$ cat config.mk
export PLATFORM = sky130hd
export DESIGN_NAME = stack_ctrl
export DESIGN_NICKNAME = d
export VERILOG_FILES = /design/src/rtl/stack_ctrl.sv
export SDC_FILE = /design/constraint.sdc
export NUM_CORES = 1
export LEC_CHECK = 0
export CAP_MARGIN = 20
export CORE_ASPECT_RATIO = 1.75
export CORE_MARGIN = 3
export CORE_UTILIZATION = 37
export DETAILED_ROUTE_END_ITERATION = 6
export GPL_ROUTABILITY_DRIVEN = 1
export MAX_ROUTING_LAYER = met4
export PLACE_DENSITY = 0.85
export REMOVE_ABC_BUFFERS = 1
export SLEW_MARGIN = 20
export SYNTH_ARGS = -nofsm -noshare
export SYNTH_HDL_FRONTEND = slang
export SYNTH_SLANG_ARGS = --single-unit
$ cat constraint.sdc
create_clock -name clk -period 2.4 [get_ports clk]
set_clock_uncertainty 0.1 [all_clocks]
set_input_delay 0.24 -clock clk [delete_from_list [all_inputs] [get_ports clk]]
set_output_delay 0.24 -clock clk [all_outputs]
set_load 0.01 [all_outputs]
$ cat src/rtl/stack_ctrl.sv
// stack_ctrl: top-of-stack register plus controller for an external register-file store.
// Define STACK_CTRL_GUARD_EN to suppress overflowing pushes / underflowing pops and latch a sticky err.
module stack_ctrl #(
  parameter int WIDTH = 32,
  parameter int DEPTH = 4
) (
  input  logic             clk,
  input  logic             resetq,
  input  logic [1:0]       op,
  input  logic [WIDTH-1:0] din,
  output logic [WIDTH-1:0] t,
  output logic [WIDTH-1:0] n,
  output logic [DEPTH-1:0] mem_ra,
  input  logic [WIDTH-1:0] mem_rd,
  output logic             mem_we,
  output logic [DEPTH-1:0] mem_wa,
  output logic [WIDTH-1:0] mem_wd,
  output logic [DEPTH:0]   count,
  output logic             empty,
  output logic             full,
  output logic             ovf,
  output logic             unf,
  output logic             err
);

  localparam logic [DEPTH:0] CAP = {1'b1, {DEPTH{1'b0}}};
`ifdef STACK_CTRL_GUARD_EN
  localparam logic GUARD = 1'b1;
`else
  localparam logic GUARD = 1'b0;
`endif

  typedef enum logic [1:0] {
    OP_NOP  = 2'b00,
    OP_PUSH = 2'b01,
    OP_POP  = 2'b10,
    OP_REPL = 2'b11
  } op_e;

  op_e              op_s;
  logic [DEPTH-1:0] sp_r, sp_nxt_s;
  logic [WIDTH-1:0] t_r, t_nxt_s;
  logic [DEPTH:0]   count_r, count_nxt_s;
  logic             ovf_r, unf_r, err_r;
  logic             ovf_nxt_s, unf_nxt_s, we_s;
  logic             empty_s, full_s;

  assign op_s    = op_e'(op);
  assign empty_s = (count_r == {(DEPTH+1){1'b0}});
  assign full_s  = (count_r == CAP);

  // Next-state decode for T, sp, count and the error pulses
  always_comb begin
    sp_nxt_s    = sp_r;
    t_nxt_s     = t_r;
    count_nxt_s = count_r;
    ovf_nxt_s   = 1'b0;
    unf_nxt_s   = 1'b0;
    we_s        = 1'b0;
    case (op_s)
      OP_PUSH: begin
        ovf_nxt_s = full_s;
        if (GUARD && full_s) begin
          we_s = 1'b0;
        end else begin
          we_s     = 1'b1;
          t_nxt_s  = din;
          sp_nxt_s = sp_r + DEPTH'(1);
          if (full_s) begin
            count_nxt_s = count_r;
          end else begin
            count_nxt_s = count_r + (DEPTH+1)'(1);
          end
        end
      end
      OP_POP: begin
        unf_nxt_s = empty_s;
        if (GUARD && empty_s) begin
          t_nxt_s = t_r;
        end else begin
          t_nxt_s  = mem_rd;
          sp_nxt_s = sp_r - DEPTH'(1);
          if (empty_s) begin
            count_nxt_s = count_r;
          end else begin
            count_nxt_s = count_r - (DEPTH+1)'(1);
          end
        end
      end
      OP_REPL: t_nxt_s = din;
      OP_NOP:  t_nxt_s = t_r;
      default: t_nxt_s = t_r;
    endcase
  end

  // State registers; err only ever sets when the guard is built in
  always_ff @(posedge clk or posedge resetq) begin
    if (resetq) begin
      sp_r    <= {DEPTH{1'b0}};
      t_r     <= {WIDTH{1'b0}};
      count_r <= {(DEPTH+1){1'b0}};
      ovf_r   <= 1'b0;
      unf_r   <= 1'b0;
      err_r   <= 1'b0;
    end else begin
      sp_r    <= sp_nxt_s;
      t_r     <= t_nxt_s;
      count_r <= count_nxt_s;
      ovf_r   <= ovf_nxt_s;
      unf_r   <= unf_nxt_s;
      err_r   <= err_r | (GUARD & (ovf_nxt_s | unf_nxt_s));
    end
  end

  // A push issued while reset is held is aborted, so it must not reach the store
  assign mem_we = we_s & ~resetq;
  assign mem_ra = sp_r;
  assign mem_wa = sp_r + DEPTH'(1);
  assign mem_wd = t_r;
  assign n      = mem_rd;
  assign t      = t_r;
  assign count  = count_r;
  assign empty  = empty_s;
  assign full   = full_s;
  assign ovf    = ovf_r;
  assign unf    = unf_r;
  assign err    = err_r;

endmodule

Yosys cells after proc, flatten, opt, wreduce, memory -nomap -nowiden
Index checks and enable logic that the tools add are counted.
{ "totals": {"regBits": 43, "latchBits": 0, "mem_bits_rw": 0, "mem_bits_ro": 0, "inputBits": 68, "out_inout_bits": 115, "wordCells": 30, "n_memories": 0} }
{ "classes": {"add_sub_neg": 4, "multipliers": 0, "n_div": 0, "magnitude_cmp": 0, "eq_ne": 6, "n_shift": 0, "muxes": 8, "n_bitwise": 2, "reduce_logical": 5} }
{ "op_table": {"columns": ["op", "count"], "rows": [
  ["$pmux W32 S2", 1],
  ["$mux W5", 2],
  ["$pmux W5 S2", 1],
  ["$pmux W4 S2", 1],
  ["$add A5 B1 Y5 const B", 1],
  ["$eq A5 B5 Y1 const B", 1],
  ["$logic_not A5 Y1", 1],
  ["$sub A5 B1 Y5 const B", 1],
  ["$add A4 B1 Y4 const B", 1],
  ["$eq A2 B2 Y1 const B", 2],
  ["$ne A2 B2 Y1 const B", 2],
  ["$sub A4 B1 Y4 const B", 1],
  ["$mux W1", 3],
  ["$reduce_and A3 Y1", 1],
  ["$eq A2 B1 Y1 const B", 1],
  ["$logic_not A2 Y1", 1],
  ["$reduce_bool A2 Y1", 1],
  ["$reduce_or A2 Y1", 1],
  ["$and A1 B1 Y1", 1],
  ["$not A1 Y1", 1]
]} }

Logic depth before layout (Yosys ltp)
Gate-level depths: netlist of the first run.
{ "logic_depth": {"word_depth": 3, "depth_mapped": 9, "mapped_depth_nobuf": 8} }

Worst setup path before layout of the first run
No wires, ideal clock.
{ "synth_path": {"path_kind": "input -> register", "startpoint": "in op[0]", "endpoint": "reg count_r[4] (netlist: count[4])", "setup_time_ps": 87, "arrival_ps": 2097, "required_time_ps": 2213, "path_slack_ps": 116, "stages": 9, "path_buffers": 1, "path_cell_list": "inv_1 -> ha_1 -> clkbuf_1 -> xor2_1 -> ha_1 -> o21a_1 -> o221a_2 -> or4_1 -> o211ai_1"} }
{ "synth_via": {"elab_chain_len": 3, "word_cells_on_any_way": 7, "classes_between": "4 x eq/ne; 1 x mux; 2 x reduce/logical"} }
{ "synth_lines": {"columns": ["item", "line", "text"], "rows": [
  ["start: declaration", "9", "input logic [1:0] op,"],
  ["$eq A2 B1 Y1 or $eq A2 B2 Y1 (tied branches)", "60", "case (op_s)"],
  ["$ne A2 B2 Y1 (no source line) or $reduce_bool A2 Y1 (tied branches)", null, null],
  ["$reduce_and A3 Y1 (no source line)", null, null],
  ["end signal: assignment", "101", "count_r <= {(DEPTH+1){1'b0}};"],
  ["end signal: assignment", "108", "count_r <= count_nxt_s;"],
  ["end: declaration", "43", "logic [DEPTH:0] count_r, count_nxt_s;"]
]} }
Parallel ways exist; a longest one is shown, timed or not.
A chain may end at the register's enable or synchronous reset.

Final worst setup path of the first run
{ "layout_path": {"startpoint": "reg count_r[1] (netlist: count[1])", "endpoint": "out full"} }
{ "layout_via": {"elab_chain_len": 1} }
{ "layout_lines": {"columns": ["item", "line", "text"], "rows": [
  ["$eq A5 B5 Y1", "50", "assign full_s = (count_r == CAP);"],
  ["end: declaration", "20", "output logic full,"]
]} }
Every way passes these cells.

==> results of run 1 <==
through the flow:
stage | power [mW] | setup slack (ps)
final | 3.327 | 59.64
after floorplan | 1.592 | -662.2
after global routing | 3.524 | -4.831
after global placement | 2.451 | -98.78
after CTS | 3.362 | 24.68
after detailed placement | 2.496 | -185.6
timing repair:
action                     CTS  global route
setup endpoints to repair    1             3
resized for setup            1             1
pin swaps                    0             1
power by group:
group	leakage, nW	internal, mW	switching, mW
Clock	0.0911	0.596	0.253
Combinational	1.32	0.857	0.599
Sequential	0.515	0.865	0.158
Total	1.92	2.32	1.01
worst reg2reg max path: stages, from the launching register on:
cell and delay, ps:
dfrtp_2 480, xor2_1 170, ha_2 190, o21a_1 160, o221a_2 260, or4_1 470, o211ai_1 90
logic make-up (layout without fill, tap and decap cells):
kind of cell | Yosys count | count (layout) | share of synthesized area, %
AO/OA/AOI/OAI | 50 | 50 | 10.71
flip-flops | 43 | 43 | 38.70
multiplexers | 37 | 37 | 13.55
buffers and inverters | 87 | 211 | 21.20
XOR/XNOR | 9 | 9 | 2.835
AND/OR/NAND/NOR | 55 | 55 | 8.821
other | 1 | 1 | 0.1349
adder cells (fa/ha/maj) | 9 | 9 | 4.050
per-layer routing:
| layer | vias up | part of all wire [%] | track usage [%] |
|---|---|---|---|
| met5 | - | 0 | - |
| met4 | 0 | 0.89 | 4.353 |
| met3 | 6 | 6.7 | 3.161 |
| met2 | 102 | 57 | 34.16 |
| met1 | 1111 | 35 | 19.46 |
| li1 | 1160 | - | - |
final timing paths:
kind | startpoint | end | slack (ps)
worst max register to register | count[1] | count[4] | 400
max in group asynchronous | resetq | mem_wd[12] | 1280
worst min register to register | mem_wd[5] | mem_wd[5] | 410
min in group clk | mem_wd[5] | mem_wd[5] | 410
worst max-delay path | count[1] | full | 60
worst min-delay path | resetq | count[4] | 360
synthesized netlist by cell type:
library cell and instances:
o21ai_2 1, a21oi_1 2, a21boi_0 1, buf_2 3, nor2_1 5, ha_1 9, or4_1 1, xor2_1 2
buf_6 2, mux2i_1 35, buf_4 65, o21ai_0 36, clkbuf_1 9, o211ai_1 3, conb_1 1, nor3b_1 1
or4_4 1, nand3_1 1, mux2_4 1, nor4_1 2, nand2_1 39, inv_1 8, and3b_2 1, o21a_1 1
o221a_2 1, o2111ai_1 3, and2_2 1, dfrtp_1 43, xnor2_1 7, nor2b_1 1, o21a_4 1, mux2_2 1
and3_1 2, a211o_1 1
sequential cells by signal, summed over array words and instances (netlist names):
signal / count
mem_wd: 32
ovf: 1
count: 5
mem_ra: 4
unf: 1
layout make-up:
| class | instances | area [um2] |
|---|---|---|
| Tap cell | 86 | 107.6 |
| Clock inverter | 2 | 60.06 |
| Sequential cell | 43 | 1077 |
| Clock buffer | 6 | 128.9 |
| Fill cell | 622 | 2748 |
| Inverter | 8 | 30.03 |
| Multi-Input combinational cell | 161 | 1127 |
| Timing Repair Buffer | 195 | 1954 |
==> results_dict.tcl, run 1 <==
set metrics [dict create \
    p_per_area_mw_per_mm2 741.8 \
    crit_path_start_kind "register" \
    crit_path_top_delay_cell "or4_4" \
    path_class "reg2out" \
    antenna_cells 0 \
    syn2layout_area_growth_pct 61.34 \
    synth_cell_types 34 \
    required_ps 2060 \
    fin_crit_ps 2340 \
    fin_area_mm2 0.004486 \
    hold_viol 0 \
    grt_max_degree 65 \
    syn_area_per_cell_um2 9.554 \
    relSlewSlack_pct 51.22 \
    drtIter0Drc 104 \
    whs_ps 355.1 \
    synth_area_mm2 0.002780 \
    clockBufferDepth 2 \
    place_area_mm2 0.004293 \
    h-tree-depth 2 \
    io_buffers 181 \
    yosysTopAreaCellShare_pct 38.70 \
    globalRouteOverflowTotal 0 \
    syn_inst 291 \
    finalCritPeriodShare_pct 97.51 \
    clkLatencyLatePin_ps 270 \
    drive_above_1_share_pct 8.193 \
    critPathTopFamily "simple AND/OR/NAND/NOR gates" \
    final_cells 501 \
    hp-class "in2async" \
    drt-vias-per-instance 4.749 \
    wl_um 7908 \
    final_common_cell "clkdlybuf4s50_1" \
    die-area_mm2 0.008631 \
    path_max_fanout 10 \
    num_vias 2379 \
    start_util_pct 38.44 \
    dr.pass1.iters 5 \
    cts_tree "yes" \
    nets 491 \
    grt_usage_pct 18.24 \
    end_kind "output pin" \
    place_congestion 0.9238 \
    clock.fmax_mhz 427.3 \
    dp.cells 493 \
    die_h_um 120.7 \
    synth.top_cells.by_area "dfrtp_1 39%, buf_4 18%, mux2i_1 13%" \
    seq_area_frac_synth_pct 38.70 \
    rr_worst_depth 6 \
    fin_util_pct 62.01 \
    crit_buf_inv 1 \
    clkSinkCount 43 \
    cp.depth 3 \
    grt_pass1_wl_um 12310 \
    die_w_um 71.53 \
    drc 0 \
    core.rowCount 41 \
    grt_pass1_vias 2374 \
    ys_warn_count 0 \
    cap_violations 0 \
    setup-tns-final_ps 0 \
    synth-seq-cells 43 \
    ant_nets 0 \
    finalSetupViolCount 0 \
    core_area_mm2 0.007233 \
    status "complete, no violations" \
    drt-wirelength-per-cell_um 15.78 \
    hold_buffers 0 \
    root_buffer "clkbuf_16" \
    path_clk_slew_ps 60 \
    cts_setup_buffers 0 \
    antenna_found_initial 0 \
    p_leak_nw 1.924 \
    crit_chain "or4_4 -> nor2_1 -> clkdlybuf4s50_1" \
    worstPathArrival_ps 2000 \
    slew_viol_final 0 \
    io_pins 183 \
    worst_pin_slew_ps 730.6 \
    vdd_ir_drop_max_uv 479.9 \
    hpwl_um 6407 \
    cts-buffers-inserted 5 \
    critPathMaxStageDelay_ps 570 \
    yosysTopAreaCell "dfrtp_1" \
    mostFrequentLayoutCells "181 x clkdlybuf4s50_1, 42 x dfrtp_1, 39 x nand2_1, 36 x o21ai_0, 35 x mux2i_1" \
]
Power figures use the tool's default switching activity.
==> run 2: changes to the inputs <==
- PLACE_DENSITY: 0.85 -> 0.82
==> run 2 against run 1 <==
  * Clock power shrank 18%
  * Register-to-register slack lost 100 ps
  * Largest power group unchanged
  * Global-route usage up 0.72 points
  * Power is 3.9% lower
  * Worst setup slack better by 33 ps
  * Critical path depth is the same
  * Non-clock buffer count rose by 3
  * Highest routed layer unchanged
  * First-iteration DRC count shrank 8.7%
  * Critical path type unchanged
  * Sequential cell count did not move
==> results_dict.tcl, run 2 (synthesis gave the netlist of run 1 again) <==
set metrics [dict create \
    fin_crit_ps 2307 \
    globalRouteMet2Util_pct 34.74 \
    whs_ps 172.9 \
    clockBufferDepth 2 \
    cap_violations 0 \
    pwr-share-comb_pct 46.2 \
    final_cells 504 \
    end_kind "output pin" \
    crit_chain "or4_4 -> nor2_1 -> clkdlybuf4s50_1" \
    num_vias 2421 \
    dp.cells 494 \
    worstPathArrival_ps 1970 \
    p_sw_share_pct 31.72 \
    grt_usage_pct 18.96 \
    crit_path_top_delay_cell "or4_4" \
    rsz0062_at_grt "no" \
    ant_nets 0 \
    grt_pass1_wl_um 12700 \
    finalSetupViolCount 0 \
    finalCritPeriodShare_pct 96.14 \
    clkLatencyLatePin_ps 270 \
    nets 494 \
    rrSetupSlack_ps 300 \
    cts_tree "yes" \
    antenna_found_initial 0 \
    p_per_area_mw_per_mm2 714.0 \
    hpwl_um 6507 \
    grt_max_degree 65 \
    p_int_mw 2.182 \
    drc 0 \
    die_h_um 120.7 \
    core.rowCount 41 \
    met1_usage_pct 20.55 \
    path_max_fanout 7 \
    status "complete, no violations" \
    critPathMaxStageDelay_ps 560 \
    dr.pass1.iters 4 \
    clkSinkCount 43 \
    crit_buf_inv 1 \
    core_area_mm2 0.007233 \
    p_leak_nw 1.943 \
    start_util_pct 38.44 \
    h-tree-depth 2 \
    wl_um 7977 \
    fin_area_mm2 0.004477 \
    drt-vias-per-instance 4.804 \
    drt-wirelength-per-cell_um 15.83 \
    hp-class "in2async" \
    crit_path_start_kind "register" \
    required_ps 2060 \
    hold_viol 0 \
    path_class "reg2out" \
    vdd_ir_drop_max_uv 431.9 \
    mostFrequentLayoutCells "180 x clkdlybuf4s50_1, 41 x dfrtp_1, 39 x nand2_1, 36 x o21ai_0, 35 x mux2i_1" \
    grt_util_met3_pct 3.993 \
    die_w_um 71.53 \
    hold_buffers 0 \
    globalRouteOverflowTotal 0 \
    p_switching_mw 1.014 \
    slew_viol_final 0 \
    power_frac_clock_pct 21.7 \
    critPathTopFamily "simple AND/OR/NAND/NOR gates" \
    drive_above_1_share_pct 8.852 \
    cts-buffers-inserted 5 \
    final_common_cell "clkdlybuf4s50_1" \
    syn2layout_area_growth_pct 61.03 \
    top_usage_layer "met2" \
    clock.fmax_mhz 433.4 \
    grt_pass1_vias 2451 \
    io_pins 183 \
    antenna_cells 0 \
    path_clk_slew_ps 60 \
    place_congestion 0.8771 \
    root_buffer "clkbuf_16" \
    drtIter0Drc 95 \
    io_buffers 181 \
    largest_reg_flops 32 \
    die-area_mm2 0.008631 \
    power_frac_seq_pct 32.1 \
    nFillCells 659 \
    place_area_mm2 0.004300 \
    setup-tns-final_ps 0 \
]
[run 2: cell count changes in the layout (fill, tap and decap cells not counted)]
cell,previous run,this run
dfrtp_1,42,41
buf_4,11,14
dfrtp_2,1,2
clkbuf_8,0,2
ha_1,7,8
ha_2,2,1
bufinv_16,2,0
clkdlybuf4s50_1,181,180
dlymetal6s2s_1,0,1
[run 2: worst reg2reg max path: stages, from the launching register on]
cell and delay [ps]:
dfrtp_2 420, buf_4 170, xor2_1 140, ha_1 210
a21boi_0 140, o221a_2 290, or4_1 470, o211ai_1 90
[run 2: area by class of cell]
cell class                 instances  area (um2)  share of cell area, %
tap                               86       107.6                  2.404
timing repair buffer             198        1979                  44.21
clock buffer                       8       156.4                  3.494
sequential                        43        1079                  24.09
inverter                           8       30.03                 0.6708
multi-input combinational        161        1125                  25.13
[run 2: metrics by stage]
| step | total power, mW | setup slack [ps] | utilization [%] |
|---|---|---|---|
| after floorplan | 1.592 | -662.2 | - |
| after global placement | 2.458 | -104.5 | 59.45 |
| after detailed placement | 2.494 | -146.0 | 59.45 |
| after CTS | 3.213 | 18.85 | 61.63 |
| after global routing | 3.387 | 15.78 | 61.89 |
| final | 3.197 | 92.72 | 61.89 |
[run 2: worst paths after layout]
path / start / end / cells past startpoint
setup / recovery: count[0] / empty / 3
hold / removal: resetq / count[4] / 2
setup reg to reg: count[1] / count[4] / 7
hold reg to reg: mem_wd[29] / mem_wd[29] / 2
max in group asynchronous: resetq / count[1] / 3
min in group clk: mem_wd[29] / mem_wd[29] / 2
[run 2: per-layer routing]
metal  vias up  routed length, um
met5         -                  0
met4         0                 81
met3         6                557
met2       101               4508
met1      1155               2829
li1       1159                  -
[run 2: repair_timing]
| action | in CTS | in global routing |
|---|---|---|
| endpoints found under the setup margin | 2 | 2 |
| resized for setup | 1 | 2 |
| buffers inserted | 0 | 2 |
[run 2: power groups by stage]
stage                     Clock (mW)  Sequential, mW  Combinational (mW)
after CTS                      0.720            1.04                1.45
after global routing           0.750            1.05                1.59
final                          0.695            1.02                1.48
after global placement             0            1.04                1.41
after detailed placement           0            1.05                1.45
after floorplan                    0            1.12               0.471
